$ cat src/rtl/fccc_lock_reset_seq_if.sv
// Signal bundle between the CCC lock/reset sequencer and its environment.
// FCCC_LOCK_LOSS_COUNT_EN adds the saturating lock-loss counter output.
interface fccc_lock_reset_seq_if;
  logic       LOCK;
  logic       NDM_RESET_REQ;
  logic       SYS_RESETN;
  logic       CPU_RESETN;
  logic       LOCK_SYNC;
  logic       LOCK_LOST;
`ifdef FCCC_LOCK_LOSS_COUNT_EN
  logic [7:0] LOCK_LOSS_CNT;
`endif

  // master drives LOCK/request and observes resets; slave is the sequencer
  modport master (
    output LOCK, NDM_RESET_REQ,
`ifdef FCCC_LOCK_LOSS_COUNT_EN
    input  LOCK_LOSS_CNT,
`endif
    input  SYS_RESETN, CPU_RESETN, LOCK_SYNC, LOCK_LOST
  );

  modport slave (
    input  LOCK, NDM_RESET_REQ,
`ifdef FCCC_LOCK_LOSS_COUNT_EN
    output LOCK_LOSS_CNT,
`endif
    output SYS_RESETN, CPU_RESETN, LOCK_SYNC, LOCK_LOST
  );
endinterface

$ cat src/rtl/fccc_lock_reset_seq.sv
// Ordered fabric/CPU reset release behind the CCC LOCK, with relock and debug reset.
// FCCC_LOCK_LOSS_COUNT_EN enables a saturating 8-bit lock-loss counter.
module fccc_lock_reset_seq #(
  parameter int unsigned SYNC_STAGES        = 2,
  parameter int unsigned LOCK_STABLE_CYCLES = 1024,
  parameter int unsigned CPU_DELAY_CYCLES   = 16,
  parameter int unsigned REQ_HOLD_CYCLES    = 8,
  parameter int unsigned CNT_W              = 16
) (
  input  logic                 CLK,
  input  logic                 RESETN,
  fccc_lock_reset_seq_if.slave bus
);

  localparam logic [CNT_W-1:0] STABLE_LAST = CNT_W'(LOCK_STABLE_CYCLES - 1);
  localparam logic [CNT_W-1:0] CPU_LAST    = CNT_W'(CPU_DELAY_CYCLES - 1);
  localparam logic [CNT_W-1:0] REQ_LAST    = CNT_W'(REQ_HOLD_CYCLES - 1);
  localparam logic [CNT_W-1:0] CNT_ONE     = CNT_W'(1);

  typedef enum logic [2:0] {
    RST_HOLD   = 3'd0,
    WAIT_LOCK  = 3'd1,
    STABLE_CNT = 3'd2,
    SYS_REL    = 3'd3,
    RUN        = 3'd4,
    REQ_RST    = 3'd5
  } state_e;

  state_e                 state_q, state_d;
  logic [CNT_W-1:0]       cnt_q, cnt_d;
  logic [SYNC_STAGES-1:0] rst_sync_q;
  logic [SYNC_STAGES-1:0] lock_sync_q;
  logic                   sys_resetn_q, sys_resetn_d;
  logic                   cpu_resetn_q, cpu_resetn_d;
  logic                   lock_lost_q, lock_lost_d;
  logic                   rst_rel_c;
  logic                   lock_next_c;
  logic                   loss_evt_c;

  // Synchronizer chains: reset release and LOCK
  always_ff @(posedge CLK or negedge RESETN) begin
    if (!RESETN) begin
      rst_sync_q  <= '0;
      lock_sync_q <= '0;
    end else begin
      rst_sync_q  <= {rst_sync_q[SYNC_STAGES-2:0], 1'b1};
      lock_sync_q <= {lock_sync_q[SYNC_STAGES-2:0], bus.LOCK};
    end
  end

  assign rst_rel_c   = rst_sync_q[SYNC_STAGES-1];
  // FSM acts on the value LOCK_SYNC takes on this edge, so state and LOCK_SYNC move together
  assign lock_next_c = lock_sync_q[SYNC_STAGES-2];

  // Next-state, counter and reset-output decode
  always_comb begin
    state_d    = state_q;
    cnt_d      = cnt_q;
    loss_evt_c = 1'b0;
    case (state_q)
      RST_HOLD: begin
        cnt_d = '0;
        if (rst_rel_c) state_d = WAIT_LOCK;
      end
      WAIT_LOCK: begin
        cnt_d = '0;
        if (lock_next_c) state_d = STABLE_CNT;
      end
      STABLE_CNT: begin
        if (!lock_next_c) begin
          state_d = WAIT_LOCK;
          cnt_d   = '0;
        end else if (cnt_q == STABLE_LAST) begin
          state_d = SYS_REL;
          cnt_d   = '0;
        end else begin
          cnt_d = cnt_q + CNT_ONE;
        end
      end
      SYS_REL: begin
        if (!lock_next_c) begin
          state_d    = WAIT_LOCK;
          cnt_d      = '0;
          loss_evt_c = 1'b1;
        end else if (cnt_q == CPU_LAST) begin
          state_d = RUN;
          cnt_d   = '0;
        end else begin
          cnt_d = cnt_q + CNT_ONE;
        end
      end
      RUN: begin
        if (!lock_next_c) begin
          state_d    = WAIT_LOCK;
          cnt_d      = '0;
          loss_evt_c = 1'b1;
        end else if (bus.NDM_RESET_REQ) begin
          state_d = REQ_RST;
          cnt_d   = '0;
        end
      end
      REQ_RST: begin
        if (!lock_next_c) begin
          state_d    = WAIT_LOCK;
          cnt_d      = '0;
          loss_evt_c = 1'b1;
        end else if ((cnt_q == REQ_LAST) && !bus.NDM_RESET_REQ) begin
          state_d = SYS_REL;
          cnt_d   = '0;
        end else if (cnt_q != REQ_LAST) begin
          cnt_d = cnt_q + CNT_ONE;
        end
      end
      default: begin
        state_d = RST_HOLD;
        cnt_d   = '0;
      end
    endcase
    sys_resetn_d = (state_d == SYS_REL) || (state_d == RUN);
    cpu_resetn_d = (state_d == RUN);
    lock_lost_d  = lock_lost_q | loss_evt_c;
  end

  always_ff @(posedge CLK or negedge RESETN) begin
    if (!RESETN) begin
      state_q      <= RST_HOLD;
      cnt_q        <= '0;
      sys_resetn_q <= 1'b0;
      cpu_resetn_q <= 1'b0;
      lock_lost_q  <= 1'b0;
    end else begin
      state_q      <= state_d;
      cnt_q        <= cnt_d;
      sys_resetn_q <= sys_resetn_d;
      cpu_resetn_q <= cpu_resetn_d;
      lock_lost_q  <= lock_lost_d;
    end
  end

  assign bus.SYS_RESETN = sys_resetn_q;
  assign bus.CPU_RESETN = cpu_resetn_q;
  assign bus.LOCK_SYNC  = lock_sync_q[SYNC_STAGES-1];
  assign bus.LOCK_LOST  = lock_lost_q;

`ifdef FCCC_LOCK_LOSS_COUNT_EN
  logic [7:0] loss_cnt_q, loss_cnt_d;

  // Saturating count of lock losses out of SYS_REL/RUN/REQ_RST
  always_comb begin
    loss_cnt_d = loss_cnt_q;
    if (loss_evt_c && (loss_cnt_q != 8'hFF)) loss_cnt_d = loss_cnt_q + 8'd1;
  end

  always_ff @(posedge CLK or negedge RESETN) begin
    if (!RESETN) loss_cnt_q <= 8'd0;
    else         loss_cnt_q <= loss_cnt_d;
  end

  assign bus.LOCK_LOSS_CNT = loss_cnt_q;
`endif

endmodule

$ cat src/flat_wrapper.sv
// flat-port wrapper written by rule: the top's interface ports become plain ports
module fccc_lock_reset_seq_flat 
#(
  parameter int unsigned SYNC_STAGES        = 2,
  parameter int unsigned LOCK_STABLE_CYCLES = 1024,
  parameter int unsigned CPU_DELAY_CYCLES   = 16,
  parameter int unsigned REQ_HOLD_CYCLES    = 8,
  parameter int unsigned CNT_W              = 16
)
  (CLK, RESETN, bus_LOCK, bus_NDM_RESET_REQ, bus_SYS_RESETN, bus_CPU_RESETN, bus_LOCK_SYNC, bus_LOCK_LOST);
  fccc_lock_reset_seq_if bus_i ();
  input  logic CLK;
  input  logic RESETN;
  input wire logic [$bits(bus_i.LOCK)-1:0] bus_LOCK;
  input wire logic [$bits(bus_i.NDM_RESET_REQ)-1:0] bus_NDM_RESET_REQ;
  output wire logic [$bits(bus_i.SYS_RESETN)-1:0] bus_SYS_RESETN;
  output wire logic [$bits(bus_i.CPU_RESETN)-1:0] bus_CPU_RESETN;
  output wire logic [$bits(bus_i.LOCK_SYNC)-1:0] bus_LOCK_SYNC;
  output wire logic [$bits(bus_i.LOCK_LOST)-1:0] bus_LOCK_LOST;
  assign bus_i.LOCK = bus_LOCK;
  assign bus_i.NDM_RESET_REQ = bus_NDM_RESET_REQ;
  assign bus_SYS_RESETN = bus_i.SYS_RESETN;
  assign bus_CPU_RESETN = bus_i.CPU_RESETN;
  assign bus_LOCK_SYNC = bus_i.LOCK_SYNC;
  assign bus_LOCK_LOST = bus_i.LOCK_LOST;
  fccc_lock_reset_seq #(.SYNC_STAGES(SYNC_STAGES), .LOCK_STABLE_CYCLES(LOCK_STABLE_CYCLES), .CPU_DELAY_CYCLES(CPU_DELAY_CYCLES), .REQ_HOLD_CYCLES(REQ_HOLD_CYCLES), .CNT_W(CNT_W)) u_core (.CLK(CLK), .RESETN(RESETN), .bus(bus_i));
endmodule
$ cat config.mk
export PLATFORM = sky130hd
export DESIGN_NAME = fccc_lock_reset_seq_flat
export DESIGN_NICKNAME = d
export VERILOG_FILES = /design/src/rtl/fccc_lock_reset_seq_if.sv /design/src/rtl/fccc_lock_reset_seq.sv /design/src/flat_wrapper.sv
export SDC_FILE = /design/constraint.sdc
export NUM_CORES = 1
export LEC_CHECK = 0
export CAP_MARGIN = 0
export CORE_MARGIN = 5
export CORE_UTILIZATION = 52
export DETAILED_ROUTE_END_ITERATION = 7
export GPL_ROUTABILITY_DRIVEN = 0
export HOLD_SLACK_MARGIN = 0.06
export PLACE_DENSITY_LB_ADDON = 0.1
export SKIP_LAST_GASP = 1
export SLEW_MARGIN = 20
export SYNTH_ARGS = -nofsm -noshare
export SYNTH_HDL_FRONTEND = slang
export SYNTH_SLANG_ARGS = --single-unit
$ cat constraint.sdc
create_clock -name CLK -period 2.1 [get_ports CLK]
set_input_delay 0.42 -clock CLK [delete_from_list [all_inputs] [get_ports CLK]]
set_output_delay 0.42 -clock CLK [all_outputs]
set_load 0.05 [all_outputs]
# Word level (Yosys, flattened, before mapping)
# Index checks and enable logic that the tools add are counted.
# W data, S select, Z words.
[op_classes]
addsub = 1
n_reduce_logical = 6
eq_ne = 13
n_mux = 23
bitwise = 1
[ops]
columns = ["op", "n"]
rows = [
  ["$mux W16", 9],
  ["$pmux W16 S4", 1],
  ["$mux W3", 10],
  ["$pmux W3 S6", 1],
  ["$add A16 B1 Y16 const B", 1],
  ["$eq A16 B10 Y1 const B", 1],
  ["$eq A16 B3 Y1 const B", 1],
  ["$eq A16 B4 Y1 const B", 1],
  ["$ne A16 B3 Y1 const B", 1],
  ["$eq A3 B2 Y1 const B", 3],
  ["$eq A3 B3 Y1 const B", 3],
  ["$ne A4 B4 Y1 const B", 1],
  ["$eq A3 B1 Y1 const B", 1],
  ["$logic_not A3 Y1", 1],
  ["$ne A3 B3 Y1 const B", 1],
  ["$reduce_or A3 Y1", 1],
  ["$mux W1", 2],
  ["$reduce_and A2 Y1", 1],
  ["$logic_and A1 B1 Y1", 1],
  ["$logic_not A1 Y1", 1],
  ["$logic_or A1 B1 Y1", 1],
  ["$or A1 B1 Y1", 1],
]
[totals]
out_inout_bits = 4
regBits = 26
in_bits = 4

# Depth between registers and ports, before layout
# Gate-level depths: netlist (run 1).
[logic_depth]
word_depth = 7
depth_mapped = 9
ltp_nobuf = 7

# Worst setup path before layout (run 1)
# OpenSTA, ideal clock, no wires.
[synth_timing]
path_kind = "flip-flop to flip-flop"
start = "register u_core.cnt_q[10]"
end = "register u_core.cnt_q[0]"
path_slack_ps = 169
setup_time_ps = 125
arrival_ps = 1806
path_stages_with_launch = 7
required_time_ps = 1975
cell_sequence = "dfrtp_1 nor4_4 nand4_1 or4b_4 nand2_4 nor2b_2 mux2_2"
[synth_via]
elab_chain_len = 5
word_cells_on_any_way = 14
classes_between = "5 x eq/ne; 7 x mux; 2 x reduce/logical"
[synth_lines]
columns = ["element", "line_no", "text"]
rows = [
  ["from (decl)", "fccc_lock_reset_seq.sv:30", "logic [CNT_W-1:0] cnt_q, cnt_d;"],
  ["from (signal assigned)", "fccc_lock_reset_seq.sv:133", "cnt_q <= cnt_d;"],
  ["$eq A16 B3 Y1", "fccc_lock_reset_seq.sv:107", "end else if ((cnt_q == REQ_LAST) && !bus.NDM_RESET_REQ) begin"],
  ["$logic_and A1 B1 Y1", "fccc_lock_reset_seq.sv:107", ""],
  ["$mux W16", "fccc_lock_reset_seq.sv:107", ""],
  ["$mux W16", "fccc_lock_reset_seq.sv:103", "if (!lock_next_c) begin"],
  ["$pmux W16 S4", "fccc_lock_reset_seq.sv:60", "case (state_q)"],
]
# Parallel ways exist; a longest one is shown, timed or not.
# A chain may end at the register's enable or synchronous reset.

# Worst setup path after layout (run 1)
# Ends and elaborated chain as after synthesis.

==> results of run 1 <==
==> power groups by stage <==
stage | logic [mW] | registers, mW | clock network (mW)
2_1_floorplan | 0.169 | 0.579 | 0
3_3_place_gp | 0.233 | 0.581 | 0
3_5_place_dp | 0.238 | 0.581 | 0
4_1_cts | 0.242 | 0.573 | 0.265
5_1_grt | 0.270 | 0.581 | 0.287
6_report | 0.244 | 0.573 | 0.257
==> per-layer routing <==
layer | routed length, um | up-vias | share of wire | global-route usage
li1 | - | 529 | - | -
met1 | 1250 | 539 | 0.45 | 0.233
met2 | 1370 | 27 | 0.49 | 0.284
met3 | 115 | 5 | 0.041 | 0.0252
met4 | 52 | 0 | 0.019 | 0.0650
met5 | 0 | - | 0 | 0
==> layout by cell type, fill, tap and decap left out, drive strengths merged, types with 6 or more instances in the layout <==
cell,instances
dfrtp,26
nor2,22
xor2,10
nand2,9
nand3,8
a21oi,6
buf,15
nand4,7
clkdlybuf4s50,7
==> cells by family after synthesis <==
family                   after synthesis
AND/OR/NAND/NOR                       69
other                                  1
adder cells (fa/ha/maj)                1
AO/OA/AOI/OAI                         21
XOR/XNOR                              11
multiplexers                           2
flip-flops                            26
buffers and inverters                 10
==> final cells by class <==
class                      instances  area, um2  area share
multi-input combinational        105        693       0.430
sequential                        26        652       0.404
timing repair buffer              22        183       0.113
tap                               30       37.5      0.0233
clock buffer                       4       36.3      0.0225
inverter                           3       11.3     0.00698
==> repair_timing <==
item	CTS	global route
setup endpoints to repair	11	20
cloned	0	0
gates resized for setup	1	7
pin swaps	0	4
setup buffers	0	1
==> through the flow <==
stage          hold WS (ps)  setup TNS, ps  power (mW)  worst slack (ps)
2_1_floorplan           124              0       0.748               169
3_3_place_gp            335          -1810       0.814              -161
3_5_place_dp            342          -2150       0.820              -206
4_1_cts                 373              0        1.08              15.5
5_1_grt                 390           -105        1.14             -36.6
6_report                367              0        1.07               100
==> sequential cells by signal (all words and copies together), names as in the netlist <==
| register | flops |
|---|---|
| u_core.bus.CPU_RESETN | 1 |
| u_core.bus.LOCK_LOST | 1 |
| u_core.bus.SYS_RESETN | 1 |
| u_core.cnt_q | 16 |
| u_core.lock_sync_q | 2 |
| u_core.rst_sync_q | 2 |
| u_core.state_q | 3 |
==> final timing paths <==
check                                startpoint                   end  slack [ps]  cells after the start
hold reg to reg            u_core.rst_sync_q[0]  u_core.rst_sync_q[1]         370                      0
setup reg to reg               u_core.cnt_q[10]       u_core.cnt_q[0]         100                      6
min in group asynchronous                RESETN      u_core.cnt_q[13]         430                      2
max in group asynchronous                RESETN      u_core.cnt_q[11]        1410                      2
setup / recovery               u_core.cnt_q[10]       u_core.cnt_q[0]         100                      6
hold / removal             u_core.rst_sync_q[0]  u_core.rst_sync_q[1]         370                      0
==> worst max-delay path: stages, from the launching register on <==
cell	delay, ps
dfrtp_1	440
nor4_4	340
nand4_1	180
or4b_4	530
nand2_4	110
nor2b_4	50
mux2_2	260
==> results.md, run 1 <==
* Synthesis-stage register bit count at 26
* Switching pwr at 0.326 mW
* Via Count at 1100
* List of most frequent post-synthesis cells: dfrtp_1, nor2_1, xor2_1
* Detail Route Antenna Nets at 0
* Comb pwr share at 0.227
* Post-synthesis simple-gate area fraction at 0.282
* Slew Limit Fails at 0
* # fillers at 205
* Avg WL per Cell at 14.7 um
* Cell count after synthesis at 141
* Design area at 1610 um2
* Sequential area share after synthesis at 0.478
* Vias in the first global route at 1097
* Overflow after GRT at 0
* Sequential power share at 0.534
* Placed insts at 185
* Die H at 61.2 um
* Main synth FF type: dfrtp_1
* Clk slew on worst S/H paths at 140 ps
* Global-route wire length before repair at 4.80 mm
* Post-synth EDFFs at 0
* Crit path kind: flop to flop
* Synth async-reset ratio at 1.00
* Share of the synthesized area in the top cell type at 0.478
* Clk network pwr share at 0.239
* Tot GR Track Use at 0.173
* CTS tree: yes
* Setup Skew at 9.59 ps
* Post-placement cell area at 1540 um2
* Detailed placement HPWL at 2.02 mm
* Hold_buf cts at 0
* Outcome: completed
* Most frequent cell after synthesis: dfrtp_1
* Nets at 166
* Port buffer count at 7
* Sw Share at 0.304
* Tcrit/Tclk final at 0.952
* Core Area at 2500 um2
* Antenna violations before repair at 0
* Leak Pwr at 0.732 nW
* Post-Syn Area at 1360 um2
* Clock latency on the worst-skew pair at 330 ps
* First-pass DRT Iterations at 4
* Share of cells above drive strength 1 at 0.194
* Max-cap violation count at 0
* Cell area power density at 665 nW/um2
* Initial Util at 0.545
* # diodes at 0
* Setup-failing EPs final at 0
* FP Rows at 18
* Crit start category: flop
* Compound-cell area share of the yosys netlist at 0.108
* Vias per cell at 5.79
* Peak Freq at 0.500 GHz
* Chip Width at 61.2 um
* Worst EP required at 2330 ps
* Largest family of logic cells by synthesized area: simple AND/OR/NAND/NOR gates
* Root Driver: clkbuf_4
* Clk buf depth at 2
* Power Internal at 0.747 mW
* Total wire length at 2.79 mm
* Area leader, netlist: dfrtp_1
* Synth cell types at 38
* Largest net degree at the start of global routing at 27
* Final Hold Viols at 0
* Synth-to-Final Area Change at 18.4%
* Fin cells at 190
* Syn Area/Cell at 9.66 um2
* DRT iter0 DRCs at 28
* Worst-path maximum fanout at 5
* Mux cell area share after synthesis at 0.0156
* Arrival @ worst endpoint at 2230 ps
* DRC at 0
* Total CTS buffers at 3
* Number of synthesis warnings at 0
* Net Count, Synth at 146
* Min Tclk post-route at 2000 ps
* Adder-Cell Fraction of Synth Area at 0.00918
* Io pins at 8
* # clock sinks at 26
* CP endpoint kind: flop
* Synth Area in XOR/XNOR at 0.0707
* Synth area leaders: dfrtp_1, xor2_1, nor2_1
* VDD IR max at 0.000581 V
* Final core utilization at 0.645
* Die area at 3740 um2
* CTS H-tree lvls at 1
* Hold Path Class: flop to flop
Power figures use the tool's default switching activity.
==> run 2: changes to the inputs <==
- GPL_TIMING_DRIVEN: default -> 0
- RECOVER_POWER: default -> 100
==> run 2 against run 1 <==
  * Worst hold slack barely moved
  * Die area is the same
  * Cell count shrank 1.6%
  * Clock skew down 7.5 ps
  * Combinational power increased by 14%
  * Clock-buffer cell count did not move
  * Largest power group unchanged
==> results.md, run 2 (synthesis gave the netlist of run 1 again) <==
* Initial Util at 0.545 (unchanged)
* Max reg flops at 16 (unchanged)
* Setup Skew at 2.07 ps (was 9.59 ps)
* Clk buf depth at 2 (unchanged)
* Biggest regs: u_core.cnt_q (16), u_core.state_q (3) (unchanged)
* Nets at 163 (was 166)
* Crit-path cells: nor4_4 -> nand4_1 -> buf_4 -> o21ai_0 -> a21bo_2 -> nor2b_4 -> mux2_2 (was nor4_4 -> nand4_1 -> or4b_4 -> nand2_4 -> nor2b_4 -> mux2_2)
* Clock latency on the worst-skew pair at 330 ps (about the same)
* Outcome: completed (unchanged)
* Final Hold Viols at 0 (unchanged)
* Synth-to-Final Area Change at 17.4% (was 18.4%)
* Tot GR Track Use at 0.164 (was 0.173)
* Cell area power density at 681 nW/um2 (was 665 nW/um2)
* Switching pwr at 0.338 mW (was 0.326 mW)
* DRT iter0 DRCs at 53 (was 28)
* Die H at 61.2 um (unchanged)
* Met1 wire length at 1.23 mm (was 1.25 mm)
* Comb pwr share at 0.255 (was 0.227)
* Setup-failing EPs final at 0 (unchanged)
* Hold_buf cts at 0 (unchanged)
* Die area at 3740 um2 (unchanged)
* CTS H-tree lvls at 1 (unchanged)
* DRC at 0 (unchanged)
* Io pins at 8 (unchanged)
* Slowest cell on the critical path: dfrtp_1 (was or4b_4)
* Sequential power share at 0.506 (was 0.534)
* Design area at 1600 um2 (was 1610 um2)
* Most frequent cells in the layout: dfrtp_1, nor2_1, xor2_1 (was dfrtp_1, nor2_1, buf_4, xor2_1)
* Antenna violations before repair at 0 (unchanged)
* # clock sinks at 26 (unchanged)
* Total CTS buffers at 3 (unchanged)
* Uppermost layer routed: met4 (unchanged)
* Largest net degree at the start of global routing at 27 (unchanged)
* First-pass DRT Iterations at 4 (unchanged)
* Share of cells above drive strength 1 at 0.178 (was 0.194)
* Detailed placement HPWL at 1.84 mm (was 2.02 mm)
* Hold Path Class: input port to async pin (was flop to flop)
* Max-cap violation count at 0 (unchanged)
* Crit start category: flop (unchanged)
* Avg WL per Cell at 14.7 um (about the same)
* Core Area at 2500 um2 (unchanged)
* Min Tclk post-route at 2090 ps (was 2000 ps)
* Overflow after GRT at 0 (unchanged)
* CP endpoint kind: flop (unchanged)
* Root Driver: clkbuf_4 (unchanged)
* Worst EP required at 2330 ps (about the same)
* Met2 wire length at 1.33 mm (was 1.37 mm)
* Post-placement cell area at 1470 um2 (was 1540 um2)
* Crit path kind: flop to flop (unchanged)
* Sw Share at 0.310 (was 0.304)
* Vias per cell at 6.04 (was 5.79)
* Detail Route Antenna Nets at 0 (unchanged)
* Via Count at 1130 (was 1100)
* Worst-Margin Slew at 1360 ps
* Rel. slew slack at 0.0920
* Tcrit/Tclk final at 0.994 (was 0.952)
* Worst Path Buf+Inv at 1 (was 0)
* VDD IR max at 0.000557 V (was 0.000581 V)
* Total wire length at 2.74 mm (was 2.79 mm)
* Reg with most FFs: u_core.cnt_q (unchanged)
* Delay-heaviest family, CP: simple AND/OR/NAND/NOR gates (unchanged)
* Chip Width at 61.2 um (unchanged)
* Clk slew on worst S/H paths at 140 ps (about the same)
* Peak Freq at 0.479 GHz (was 0.500 GHz)
* Arrival @ worst endpoint at 2320 ps (was 2230 ps)
* Port buffer count at 7 (unchanged)
* Met3 Routed Length at 110 um (was 115 um)
* Clk network pwr share at 0.239 (about the same)
* Reg2reg start: u_core.cnt_q[12] (was u_core.cnt_q[10])
* # diodes at 0 (unchanged)
* Final core utilization at 0.640 (was 0.645)
* Slew Limit Fails at 0 (unchanged)
* Worst-path maximum fanout at 5 (unchanged)
* Vias in the first global route at 1061 (was 1097)
* CTS tree: yes (unchanged)
* CP Launch Point: u_core.cnt_q[12] (was u_core.cnt_q[10])
* Global-route wire length before repair at 4.62 mm (was 4.80 mm)
* FP Rows at 18 (unchanged)
* Slowest stage delay, CP at 450 ps (was 530 ps)
* Most common cell after layout, fill and taps aside: dfrtp_1 (unchanged)
* Leak Pwr at 0.711 nW (was 0.732 nW)
* Power Internal at 0.751 mW (was 0.747 mW)
-- run 2: changes by cell type in the layout (fill, tap and decap cells not counted), sizes merged --
cell | before | now
dlygate4sd3 | 0 | 2
clkbuf | 4 | 7
clkdlybuf4s50 | 7 | 4
buf | 15 | 10
-- run 2: path summary, 6_finish.rpt --
kind                       depth (start not counted)  slack [ps]               endpoint
setup / recovery                                   7          10        u_core.cnt_q[0]
hold / removal                                     1         370  u_core.bus.CPU_RESETN
setup reg to reg                                   7          10        u_core.cnt_q[0]
hold reg to reg                                    0         380   u_core.rst_sync_q[1]
max in group asynchronous                          1         850        u_core.cnt_q[4]
min in group CLK                                   0         380   u_core.rst_sync_q[1]
-- run 2: routing by layer --
layer  GRT usage  vias up
li1            -      523
met1       0.215      566
met2       0.261       34
met3      0.0252        7
met4      0.0898        0
met5           0        -
-- run 2: through the flow --
step                      worst slack (ps)  cells  hold slack [ps]  total power [mW]  setup TNS (ps)
after global routing                  -132    187              390              1.15           -1590
final                                 12.9    187              367              1.09               0
after detailed placement              -105    178              351             0.822            -577
after floorplan                        169    141              124             0.748               0
after global placement               -39.8    178              333             0.810           -54.0
after CTS                             14.5    184              383              1.09               0
-- run 2: cell type report --
type / instances / area (um2)
inverter: 3 / 11.3
clock buffer: 4 / 36.3
tap: 30 / 37.5
sequential: 26 / 654
fill: 196 / 901
buffer: 4 / 23.8
timing repair buffer: 15 / 124
multi-input combinational: 105 / 712
-- run 2: timing repair --
action / 4_1_cts / 5_1_grt
endpoints found under the setup margin: 2 / 19
endpoints found under the hold margin: 0 / 0
pin swaps: 0 / 4
gates resized for setup: 1 / 10
setup buffers: 2 / 6
-- run 2: power by group through the flow --
stage	sequential (mW)	combinational [mW]	clock [mW]
2_1_floorplan	0.579	0.169	0
3_3_place_gp	0.554	0.255	0
3_5_place_dp	0.557	0.265	0
4_1_cts	0.542	0.282	0.264
5_1_grt	0.556	0.305	0.288
6_report	0.551	0.278	0.260
==> patch: new RTL, config.mk and constraints of run 1 <==
Put a register stage on the output `bus.LOCK_SYNC`. The value now appears one clock later.
--- a/src/rtl/fccc_lock_reset_seq.sv
+++ b/src/rtl/fccc_lock_reset_seq.sv
@@ -139,7 +139,9 @@
 
   assign bus.SYS_RESETN = sys_resetn_q;
   assign bus.CPU_RESETN = cpu_resetn_q;
-  assign bus.LOCK_SYNC  = lock_sync_q[SYNC_STAGES-1];
+  always_ff @(posedge CLK) begin
+    bus.LOCK_SYNC <= lock_sync_q[SYNC_STAGES-1];
+  end
   assign bus.LOCK_LOST  = lock_lost_q;
 
 `ifdef FCCC_LOCK_LOSS_COUNT_EN
Behaviour: not the same (Yosys sat finds a counterexample within 4 cycles, from zero or initial values and one cycle with RESETN low).
==> patch against run 1 <==
Power is 4.2% higher; maximum frequency down 2.3%; core utilization rose by 2.4 points; wire length grew 32%; area after synthesis increased by 23%; synthesized cell count is 19% higher; sequential cell count grew 1; design area increased by 28%; non-clock buffer count is 13 higher; count of clock-buffer cells in the layout fell by 1; worst setup slack got worse by 46 ps; combinational power increased by 17%; via count grew 29%; highest routed layer unchanged.
==> patch: results (changes against run 1) <==
Final layout
  • Post-route insts no fill: 243 (+28%)
  • Final net count: 205 (+23%)
  • Fillers: 255 (+24%)
  • Layout cells sized above 1: 33.2% (+14 points)

Placement
  • Worst slack, placed: -200 ps (+5.97 ps)
  • Final HPWL DP: 2650 µm (+31%)
  • DP Area: 0.00195 mm² (+27%)

Synthesis
  • Mux share of post-synthesis cell area: 1.19% (-0.37 points)
  • Post-synth top cells: nand2_1 (27), dfrtp_1 (26), o211ai_2 (12), nor2_1 (9), o211ai_1 (8)
  • FFs w/ async S/R, synth: 96.3% (-3.7 points)
  • Syn nets: 173 (+18%)
  • Synth Area in Compound Gates: 26.1% (+15 points)
  • Count of cell types in the netlist: 49 (+29%)
  • Synth Area in XOR/XNOR: 0% (-7.1 points)
  • Register area share after synthesis: 40.0% (-7.7 points)
  • Adder-cell share of the synthesized area: 0.747% (-0.17 points)
  • Top cells by area, synth: dfrtp_1 (39%), o211ai_2 (9.0%), nand2_1 (6.0%), o211ai_1 (3.6%), or3_1 (2.6%)

Run status
  • Status: finished clean

GRT
  • Met2 Use GR: 29.3% (+0.93 points)
  • Number of global-route vias before repair: 1,380 (+26%)
  • Met1 Track Usage GR: 24.9% (+1.6 points)
  • First-pass GRT wire length: 6230 µm (+30%)
  • Routing usage on met3: 2.19% (-0.32 points)
  • Tot GR Track Use: 18.0% (+0.67 points)

Timing
  • Setup Skew: 7.22 ps (-2.37 ps)

Worst setup path
  • Crit path DAT: 2320 ps (+90 ps)
  • Largest fanout on the critical path: 14 (+9)

Clocking
  • Clock Pin Slew Worst Setup and Hold Paths: 160 ps (+20 ps)

Pwr
  • Peak supply drop: 301 µV (-48%)
  • Leakage dissipation: 0.000816 µW (+11%)
  • Internal: 742 µW (-0.69%)

Route
  • Initial DRC count: 111 (+300%)
  • M1 WL: 1760 µm (+40%)
  • Drt wl/cell: 15.2 µm (+3.6%)
  • Met3 Wirelength: 97 µm (-16%)
-- patch: worst max-delay path, cell delays in order (launching register included) --
cell	delay (ps)
dfrtp_1	430
ha_2	230
and4_1	210
and3_1	200
a311oi_4	390
buf_6	240
nor2_2	80
o221ai_2	190
-- patch: repair_timing --
item / CTS / global route
endpoints found under the setup margin: 5 / 15
setup buffers: 0 / 2
resized for setup: 2 / 9
hold buffers: 0 / 0
pin swaps: 1 / 2
-- patch: worst paths after layout --
check	cells after the start	from	slack, ps	end
setup / recovery	7	u_core.cnt_q[0]$_DFFE_PN0P_	50	u_core.cnt_q[9]$_DFFE_PN0P_
hold / removal	0	u_core.lock_sync_q[1]$_DFF_PN0_	370	u_core.bus.LOCK_SYNC$_DFF_P_
setup reg to reg	7	u_core.cnt_q[0]$_DFFE_PN0P_	50	u_core.cnt_q[9]$_DFFE_PN0P_
hold reg to reg	0	u_core.lock_sync_q[1]$_DFF_PN0_	370	u_core.bus.LOCK_SYNC$_DFF_P_
max in group asynchronous	2	RESETN	1400	u_core.cnt_q[3]$_DFFE_PN0P_
min in group asynchronous	2	RESETN	410	u_core.cnt_q[11]$_DFFE_PN0P_
-- patch: final cells by class --
class / instances / area (µm²) / share of cell area [%]
Clock buffer: 3 / 22.5 / 1.09
Clock inverter: 1 / 7.51 / 0.365
Inverter: 4 / 15.0 / 0.729
Multi-Input combinational cell: 129 / 990 / 48.1
Sequential cell: 27 / 672 / 32.6
Tap cell: 44 / 55.1 / 2.67
Timing Repair Buffer: 35 / 297 / 14.4
-- patch: power groups by stage --
stage / clock network, µW / logic (µW) / registers, µW
floorplan: 0 / 172 / 600
global placement: 0 / 265 / 595
detailed placement: 0 / 269 / 596
CTS: 250 / 272 / 587
global route: 269 / 307 / 595
finish: 243 / 286 / 588
